--- config.mk ---
export PLATFORM = sky130hd
export DESIGN_NAME = spi_slave
export DESIGN_NICKNAME = d
export VERILOG_FILES = /design/src/rtl/spi_ecc_pkg.sv /design/src/rtl/spi_slave_secded_dec.sv /design/src/rtl/spi_slave.sv
export SDC_FILE = /design/constraint.sdc
export NUM_CORES = 1
export LEC_CHECK = 0
export CAP_MARGIN = 20
export CORE_MARGIN = 2
export CORE_UTILIZATION = 54
export DETAILED_ROUTE_END_ITERATION = 7
export HOLD_SLACK_MARGIN = 0.15
export PLACE_DENSITY = 0.79
export SYNTH_ARGS = -nofsm -noshare
export SYNTH_HDL_FRONTEND = slang
export SYNTH_HIERARCHICAL = 1
export SYNTH_SLANG_ARGS = --single-unit
--- constraint.sdc ---
create_clock -name clk_in -period 2.2 [get_ports clk_in]
set_clock_uncertainty 0.15 [all_clocks]
set_input_delay 0.44 -clock clk_in [delete_from_list [all_inputs] [get_ports clk_in]]
set_output_delay 0.44 -clock clk_in [all_outputs]
set_load 0.005 [all_outputs]
--- src/rtl/spi_ecc_pkg.sv ---
// Shared SECDED constants and helpers for the SPI link (16-bit extended Hamming).
// Packet bit index equals Hamming position; bit 0 carries overall even parity.
package spi_ecc_pkg;

    localparam int unsigned DATA_W = 11;
    localparam int unsigned PKT_W  = 16;
    localparam int unsigned SYN_W  = 4;

    // Hamming position of data bit d[i]; entry 0 is the rightmost element.
    localparam logic [DATA_W-1:0][SYN_W-1:0] DATA_POS = {
        4'd15, 4'd14, 4'd13, 4'd12, 4'd11, 4'd10, 4'd9, 4'd7, 4'd6, 4'd5, 4'd3
    };

    // XOR of the indices of the set bits among positions 1..15.
    function automatic logic [SYN_W-1:0] syndrome(input logic [PKT_W-1:0] pkt);
        return {^(pkt & 16'hFF00), ^(pkt & 16'hF0F0),
                ^(pkt & 16'hCCCC), ^(pkt & 16'hAAAA)};
    endfunction

    // Build a full SECDED packet from an 11-bit payload.
    function automatic logic [PKT_W-1:0] encode(input logic [DATA_W-1:0] d);
        logic [PKT_W-1:0] p;
        logic [SYN_W-1:0] s;
        p = '0;
        for (int unsigned i = 0; i < DATA_W; i++) begin
            p[DATA_POS[4'(i)]] = d[4'(i)];
        end
        // With parity positions still zero, the syndrome is exactly the parity needed.
        s    = syndrome(p);
        p[1] = s[0];
        p[2] = s[1];
        p[4] = s[2];
        p[8] = s[3];
        p[0] = ^p[PKT_W-1:1];
        return p;
    endfunction

    // Pull the payload out of a packet without any correction.
    function automatic logic [DATA_W-1:0] extract(input logic [PKT_W-1:0] pkt);
        logic [DATA_W-1:0] d;
        d = '0;
        for (int unsigned i = 0; i < DATA_W; i++) begin
            d[4'(i)] = pkt[DATA_POS[4'(i)]];
        end
        return d;
    endfunction

endpackage

--- src/rtl/spi_slave_secded_dec.sv ---
// Combinational SECDED decoder: packet -> {data, single_err, double_err}.
// SPI_SLAVE_CORRECT_EN defined: single errors are corrected.
// SPI_SLAVE_CORRECT_EN undefined: detect-only, any error is flagged as double.
module spi_slave_secded_dec
    import spi_ecc_pkg::*;
(
    input  logic [PKT_W-1:0]  i_pkt,
    output logic [DATA_W-1:0] o_data_c,
    output logic              o_single_err_c,
    output logic              o_double_err_c
);

    logic [SYN_W-1:0] w_syn;
    logic             w_par;

    assign w_syn = syndrome(i_pkt);
    assign w_par = ^i_pkt;

`ifdef SPI_SLAVE_CORRECT_EN
    logic [PKT_W-1:0] w_flip;

    // Odd overall parity means one bad bit at the syndrome position (0 means bit 0).
    always_comb begin
        w_flip = '0;
        if (w_par) begin
            w_flip = PKT_W'(1) << w_syn;
        end
    end

    assign o_data_c       = extract(i_pkt ^ w_flip);
    assign o_single_err_c = w_par;
    assign o_double_err_c = !w_par && (w_syn != '0);
`else
    // Detect-only: never trust a correction, report any inconsistency as fatal.
    assign o_data_c       = extract(i_pkt);
    assign o_single_err_c = 1'b0;
    assign o_double_err_c = w_par || (w_syn != '0);
`endif

endmodule

--- src/rtl/spi_slave.sv ---
// SPI slave endpoint for the SECDED link: receives a 16-bit packet per ss frame,
// decodes it, and shifts an encoded response back on msg_out in the same frame.
// Build option: define SPI_SLAVE_CORRECT_EN to enable single-error correction.
module spi_slave
    import spi_ecc_pkg::*;
(
    input  logic              clk_in,
    input  logic              reset,
    input  logic              ss,
    input  logic              msg_in,
    output logic              msg_out,
    input  logic [DATA_W-1:0] data_from_proc,
    output logic [DATA_W-1:0] data_to_proc,
    output logic              rx_valid,
    output logic              single_err,
    output logic              double_err,
    output logic              frame_abort
);

    localparam logic [SYN_W-1:0] CNT_LAST = 4'd15;

    logic [SYN_W-1:0]  r_cnt;
    // Only 15 bits are stored: the 16th packet bit is msg_in itself at decode time.
    logic [PKT_W-2:0]  r_rx_sr;
    logic [PKT_W-1:0]  r_tx_sr;
    logic [DATA_W-1:0] r_data;
    logic              r_rx_valid;
    logic              r_single_err;
    logic              r_double_err;
    logic              r_frame_abort;

    logic              w_last;
    logic              w_abort;
    logic [PKT_W-1:0]  w_pkt;
    logic [PKT_W-1:0]  w_tx_load;
    logic [DATA_W-1:0] w_dec_data;
    logic              w_dec_single;
    logic              w_dec_double;

    assign w_last    = ss && (r_cnt == CNT_LAST);
    assign w_abort   = !ss && (r_cnt != '0);
    assign w_pkt     = {r_rx_sr, msg_in};
    assign w_tx_load = encode(data_from_proc);

    spi_slave_secded_dec u_dec (
        .i_pkt          (w_pkt),
        .o_data_c       (w_dec_data),
        .o_single_err_c (w_dec_single),
        .o_double_err_c (w_dec_double)
    );

    // Frame counter: runs while selected, wraps for back-to-back frames, idles at 0.
    always_ff @(posedge clk_in) begin
        if (reset) begin
            r_cnt <= '0;
        end else if (ss) begin
            r_cnt <= r_cnt + 4'd1;
        end else begin
            r_cnt <= '0;
        end
    end

    // RX shift register; a partial packet is dropped on abort.
    always_ff @(posedge clk_in) begin
        if (reset) begin
            r_rx_sr <= '0;
        end else if (ss) begin
            r_rx_sr <= {r_rx_sr[PKT_W-3:0], msg_in};
        end else if (w_abort) begin
            r_rx_sr <= '0;
        end
    end

    // TX shift register: preload while idle and at frame end, shift while selected.
    always_ff @(posedge clk_in) begin
        if (reset) begin
            r_tx_sr <= '0;
        end else if (!ss || w_last) begin
            r_tx_sr <= w_tx_load;
        end else begin
            r_tx_sr <= {r_tx_sr[PKT_W-2:0], 1'b0};
        end
    end

    // Capture decoded payload and flags on the 16th bit; they hold until the next frame.
    always_ff @(posedge clk_in) begin
        if (reset) begin
            r_data       <= '0;
            r_single_err <= 1'b0;
            r_double_err <= 1'b0;
        end else if (w_last) begin
            r_data       <= w_dec_data;
            r_single_err <= w_dec_single;
            r_double_err <= w_dec_double;
        end
    end

    // Single-cycle status pulses.
    always_ff @(posedge clk_in) begin
        if (reset) begin
            r_rx_valid    <= 1'b0;
            r_frame_abort <= 1'b0;
        end else begin
            r_rx_valid    <= w_last;
            r_frame_abort <= w_abort;
        end
    end

    assign msg_out      = ss & r_tx_sr[PKT_W-1];
    assign data_to_proc = r_data;
    assign rx_valid     = r_rx_valid;
    assign single_err   = r_single_err;
    assign double_err   = r_double_err;
    assign frame_abort  = r_frame_abort;

endmodule

Word-level counts from Yosys, hierarchy flattened
Cells that the tools add are included.

word-level totals
  flip-flop bits (word level) = 49
  input port bits = 15
  output and inout port bits = 16

cells by class
  $add $sub $neg = 1
  eq/ne operators = 1
  muxes and demuxes = 3
  bitwise operators = 3
  reduce and logical (&&, ||, !) cells = 20

operator list
  kind                                         count
  parity 16 bit                                9
  2-to-1 mux 15 bit                            2
  2-to-1 mux 16 bit                            1
  parity 15 bit                                1
  nonzero test 4 bit                           2
  adder 4 x 1 -> 4 bit, second input constant  1
  equality test 4 bit, second input constant   1
  OR reduction 2 bit                           2
  logical AND 1 bit                            2
  logical OR 1 bit                             2
  inverter 1 bit                               2
  nonzero test 2 bit                           1
  bitwise AND 1 bit                            1
  logical NOT 1 bit                            1

Depth between registers and ports, before layout
  depth in word-level cells = 5
  depth in mapped cells = 7

Hierarchy
Netlist, hierarchy kept.

modules (own cells, without submodules)
  module                instances  cells an instance  area an instance (sq um)  seq. area each (sq um)
  spi_slave             1          201                1960.6                    1001.0
  spi_slave_secded_dec  1          38                 322.8                     0.0

Worst setup path after synthesis
No wires, ideal clock.

  kind = input to register
  start point = input port data_from_proc[8]
  end point = register r_tx_sr[0]
  setup time = 0.074 ns
  arrival = 1.533 ns
  setup slack = 0.443 ns
  cell stages on the path = 4
  buffers on the path = 0
  cells stage by stage = xor2_2 > xnor3_1 > xnor3_1 > nor3_2

between the ends
  longest elaborated chain between the ends = 2
  elaborated cells between the ends (all ways) = 4
  classes of those cells = 4 x reduce/logical

ends and longest elaborated chain
  item                                     RTL line                              RTL
  from (decl)                              spi_slave.sv:12                       input logic [DATA_W-1:0] data_from_proc,
  parity 16 bit, on equally long branches  spi_ecc_pkg.sv:17, spi_ecc_pkg.sv:16
  parity 15 bit *                          spi_ecc_pkg.sv:34                     p[0] = ^p[PKT_W-1:1];
  to (signal assigned)                     spi_slave.sv:79                       r_tx_sr <= w_tx_load;
  to (signal assigned)                     spi_slave.sv:81                       r_tx_sr <= {r_tx_sr[PKT_W-2:0], 1'b0};
  to (decl)                                spi_slave.sv:25                       logic [PKT_W-1:0] r_tx_sr;

Every way passes the cells marked *; elsewhere a longest branch is shown, timed or not.
A chain may end at the register's enable or synchronous reset.

Final worst setup path
  start point = input port ss
  end point = output port msg_out

between the ends
  longest elaborated chain between the ends = 1

ends and longest elaborated chain
  item               RTL line          RTL
  from (decl)        spi_slave.sv:9    input logic ss,
  bitwise AND 1 bit  spi_slave.sv:109  assign msg_out = ss & r_tx_sr[PKT_W-1];
  to (decl)          spi_slave.sv:11   output logic msg_out,

No other way between the ends.

==> flow_summary.toml <==
[clock_tree]
cts_buffers = 5
cts_resized = 0
hold_buffers = 0
cts_max_path_buffers = 2
cts_setup_buffers = 0
cts_root_buf = "clkbuf_8"
clk_latency_ps = 310
htree_levels = 2
cts_sinks = 50
path_clk_slew_ps = 90
tritoncts = "built"

[critical_path]
critical_path.max_fanout = 2
path_class = "in2out"
critPathLaunch = "ss"
worstPathArrival_ps = 1520
worstSetupStartpointType = "input port"
required_ps = 1610
cp-end-kind = "output pin"
r2r-start = "r_cnt[0]"

[sta]
max_freq_ghz = 0.4745
fin_ws_ps = 92.53
fin_crit_sh_pct = 95.79
period_minus_slack_ps = 2107
final-max-slew-violation-count = 0
setup_violations = 0
grt_setup_unrepaired = "false"
hold_viol_final = 0

[die]
die_area_sq_mm = 0.004764
rows = 23
dieHeight_microns = 69.03
dieWidth_microns = 69.03
initial_core_util_pct = 56.68
core_area_sq_mm = 0.004029
io-pin-count = 31

[placement]
post-place-ws_ps = -138.4
dp.cells = 313
place_congestion = 0.7665
hpwl_microns = 2906
portBuffers = 30
place_area_sq_mm = 0.002641

[yosys]
synth_area_per_cell_sq_um = 9.554
yosysWarnings = 6
ys_types = 28
ys_seq_area_share_pct = 43.84
ys_seq_elements = 50
yosysTopAreaCellShare_pct = 43.84
synth.area.top_cells = "dfxtp_1 44%, nand2_1 9.4%, xnor2_1 8.8%, a21oi_1 6.1%, xnor3_1 5.9%"
syn_inst = 239
netlist_area_sq_mm = 0.002283
synth_largest_area_cell = "dfxtp_1"
synth_fp_nets = 256

[power]
p_per_area_mw_per_mm2 = 727.4
peakVddDrop_mv = 0.5647
p_leak_nw = 1.115

[routing]
first_pass_iters = 4
routed_via_density = 5.093
drt-total-wl_microns = 4266
drtIter0Drc = 61
vias = 1635
final_antenna_net_count = 0
wl_per_cell_microns = 13.29
drc_errors = 0

[status]
status = "finished clean"

[min_path]
hp-class = "reg2reg"
hold_start = "r_tx_sr[2]"

[grt]
grt_pass1_vias = 1559
grt_max_degree = 27
overflow = 0
grt_pass1_wl_microns = 7120
grt_usage_pct = 18.56
antenna_found_initial = 0

[final_layout]
final_core_util_pct = 69.10
drive_gt1_share_pct = 11.07
final_cells = 321
fin_area_sq_mm = 0.002784
area_growth_pct = 21.92
nFillCells = 310
nNetsFinal = 287
diodes = 0

[run]
maxCapViolations = 0
## cell type report
| type | count | area, sq um | area share (%) |
|---|---|---|---|
| Tap cell | 50 | 62.56 | 2.247 |
| Sequential cell | 50 | 1001 | 35.96 |
| Clock buffer | 6 | 82.58 | 2.966 |
| Multi-Input combinational cell | 163 | 1139 | 40.90 |
| Clock inverter | 2 | 60.06 | 2.157 |
| Inverter | 3 | 11.26 | 0.4045 |
| Timing Repair Buffer | 47 | 427.9 | 15.37 |
## registers in the layout, indices dropped and copies added, names as in the netlist
name          flops
r_tx_sr          16
r_rx_sr          15
data_to_proc     11
r_cnt             4
double_err        1
frame_abort       1
rx_valid          1
single_err        1
## synth_stat cells, drive strengths merged
cell type and n:
xnor3 7, xnor2 23, nor4 1, a211oi 1, a21oi 28, and4 1
and2 3, or2 1, nand2b 1, conb 1, nand4 1, clkbuf 10
xor2 6, ha 2, a22o 15, dfxtp 50, buf 13, o211ai 1
inv 3, nand3 2, nor3 2, nor2 7, nand2 57, xor3 3
## layer usage
| layer | track usage [%] | routed length [microns] | vias up | part of all wire (%) |
|---|---|---|---|---|
| li1 | - | - | 836 | - |
| met1 | 22.88 | 1972 | 755 | 46 |
| met2 | 29.91 | 1990 | 32 | 47 |
| met3 | 4.971 | 195 | 12 | 4.6 |
| met4 | 9.150 | 108 | 0 | 2.5 |
| met5 | 0 | 0 | - | 0 |
## power breakdown
group          internal (mW)  switching [mW]  leakage, nW
registers              0.936          0.0113        0.406
clock network          0.485           0.304       0.0714
logic                  0.174           0.115        0.637
## path summary, 6_finish.rpt
| path | endpoint | slack [ps] | cells past startpoint |
|---|---|---|---|
| hold reg to reg | r_tx_sr[3] | 290 | 2 |
| setup reg to reg | r_tx_sr[13] | 480 | 5 |
| hold / removal | r_tx_sr[3] | 290 | 2 |
| setup / recovery | msg_out | 90 | 3 |
## kinds of logic (layout without fill, tap and decap cells)
group                    after synthesis  count (layout)  share of synthesized area [%]
AND/OR/NAND/NOR                       76              76                          14.19
buffers and inverters                 26              58                          6.301
flip-flops                            50              50                          43.84
XOR/XNOR                              39              39                          21.86
AO/OA/AOI/OAI                         45              45                          12.55
other                                  1               1                         0.1642
adder cells (fa/ha/maj)                2               2                          1.096
## through the flow
step	power, mW	setup TNS, ps	hold WS (ps)
after detailed placement	1.252	-178.5	278.7
after floorplan	1.168	0	267.3
after global placement	1.246	-68.75	269.3
after global routing	2.098	0	308.3
final	2.025	0	286.5
after CTS	2.035	0	292.7
## worst max-delay path, cell delays in order
cell and delay [ps]:
clkdlybuf4s50_1 470, and2_1 120, clkdlybuf4s50_1 490
## layout by cell type, fill, tap and decap left out, types with 2 or more instances in the layout
master	instances
nand3_1	2
buf_4	17
nor2_1	7
a21oi_1	28
xnor2_1	23
a22o_1	15
clkbuf_8	6
inv_1	3
nand2_1	57
and2_1	3
xnor3_1	6
dfxtp_1	50
xor2_2	2
xor2_1	4
clkdlybuf4s50_1	30
xor3_1	3
ha_1	2
bufinv_16	2
No activity file was read; power rests on OpenSTA's default activity.
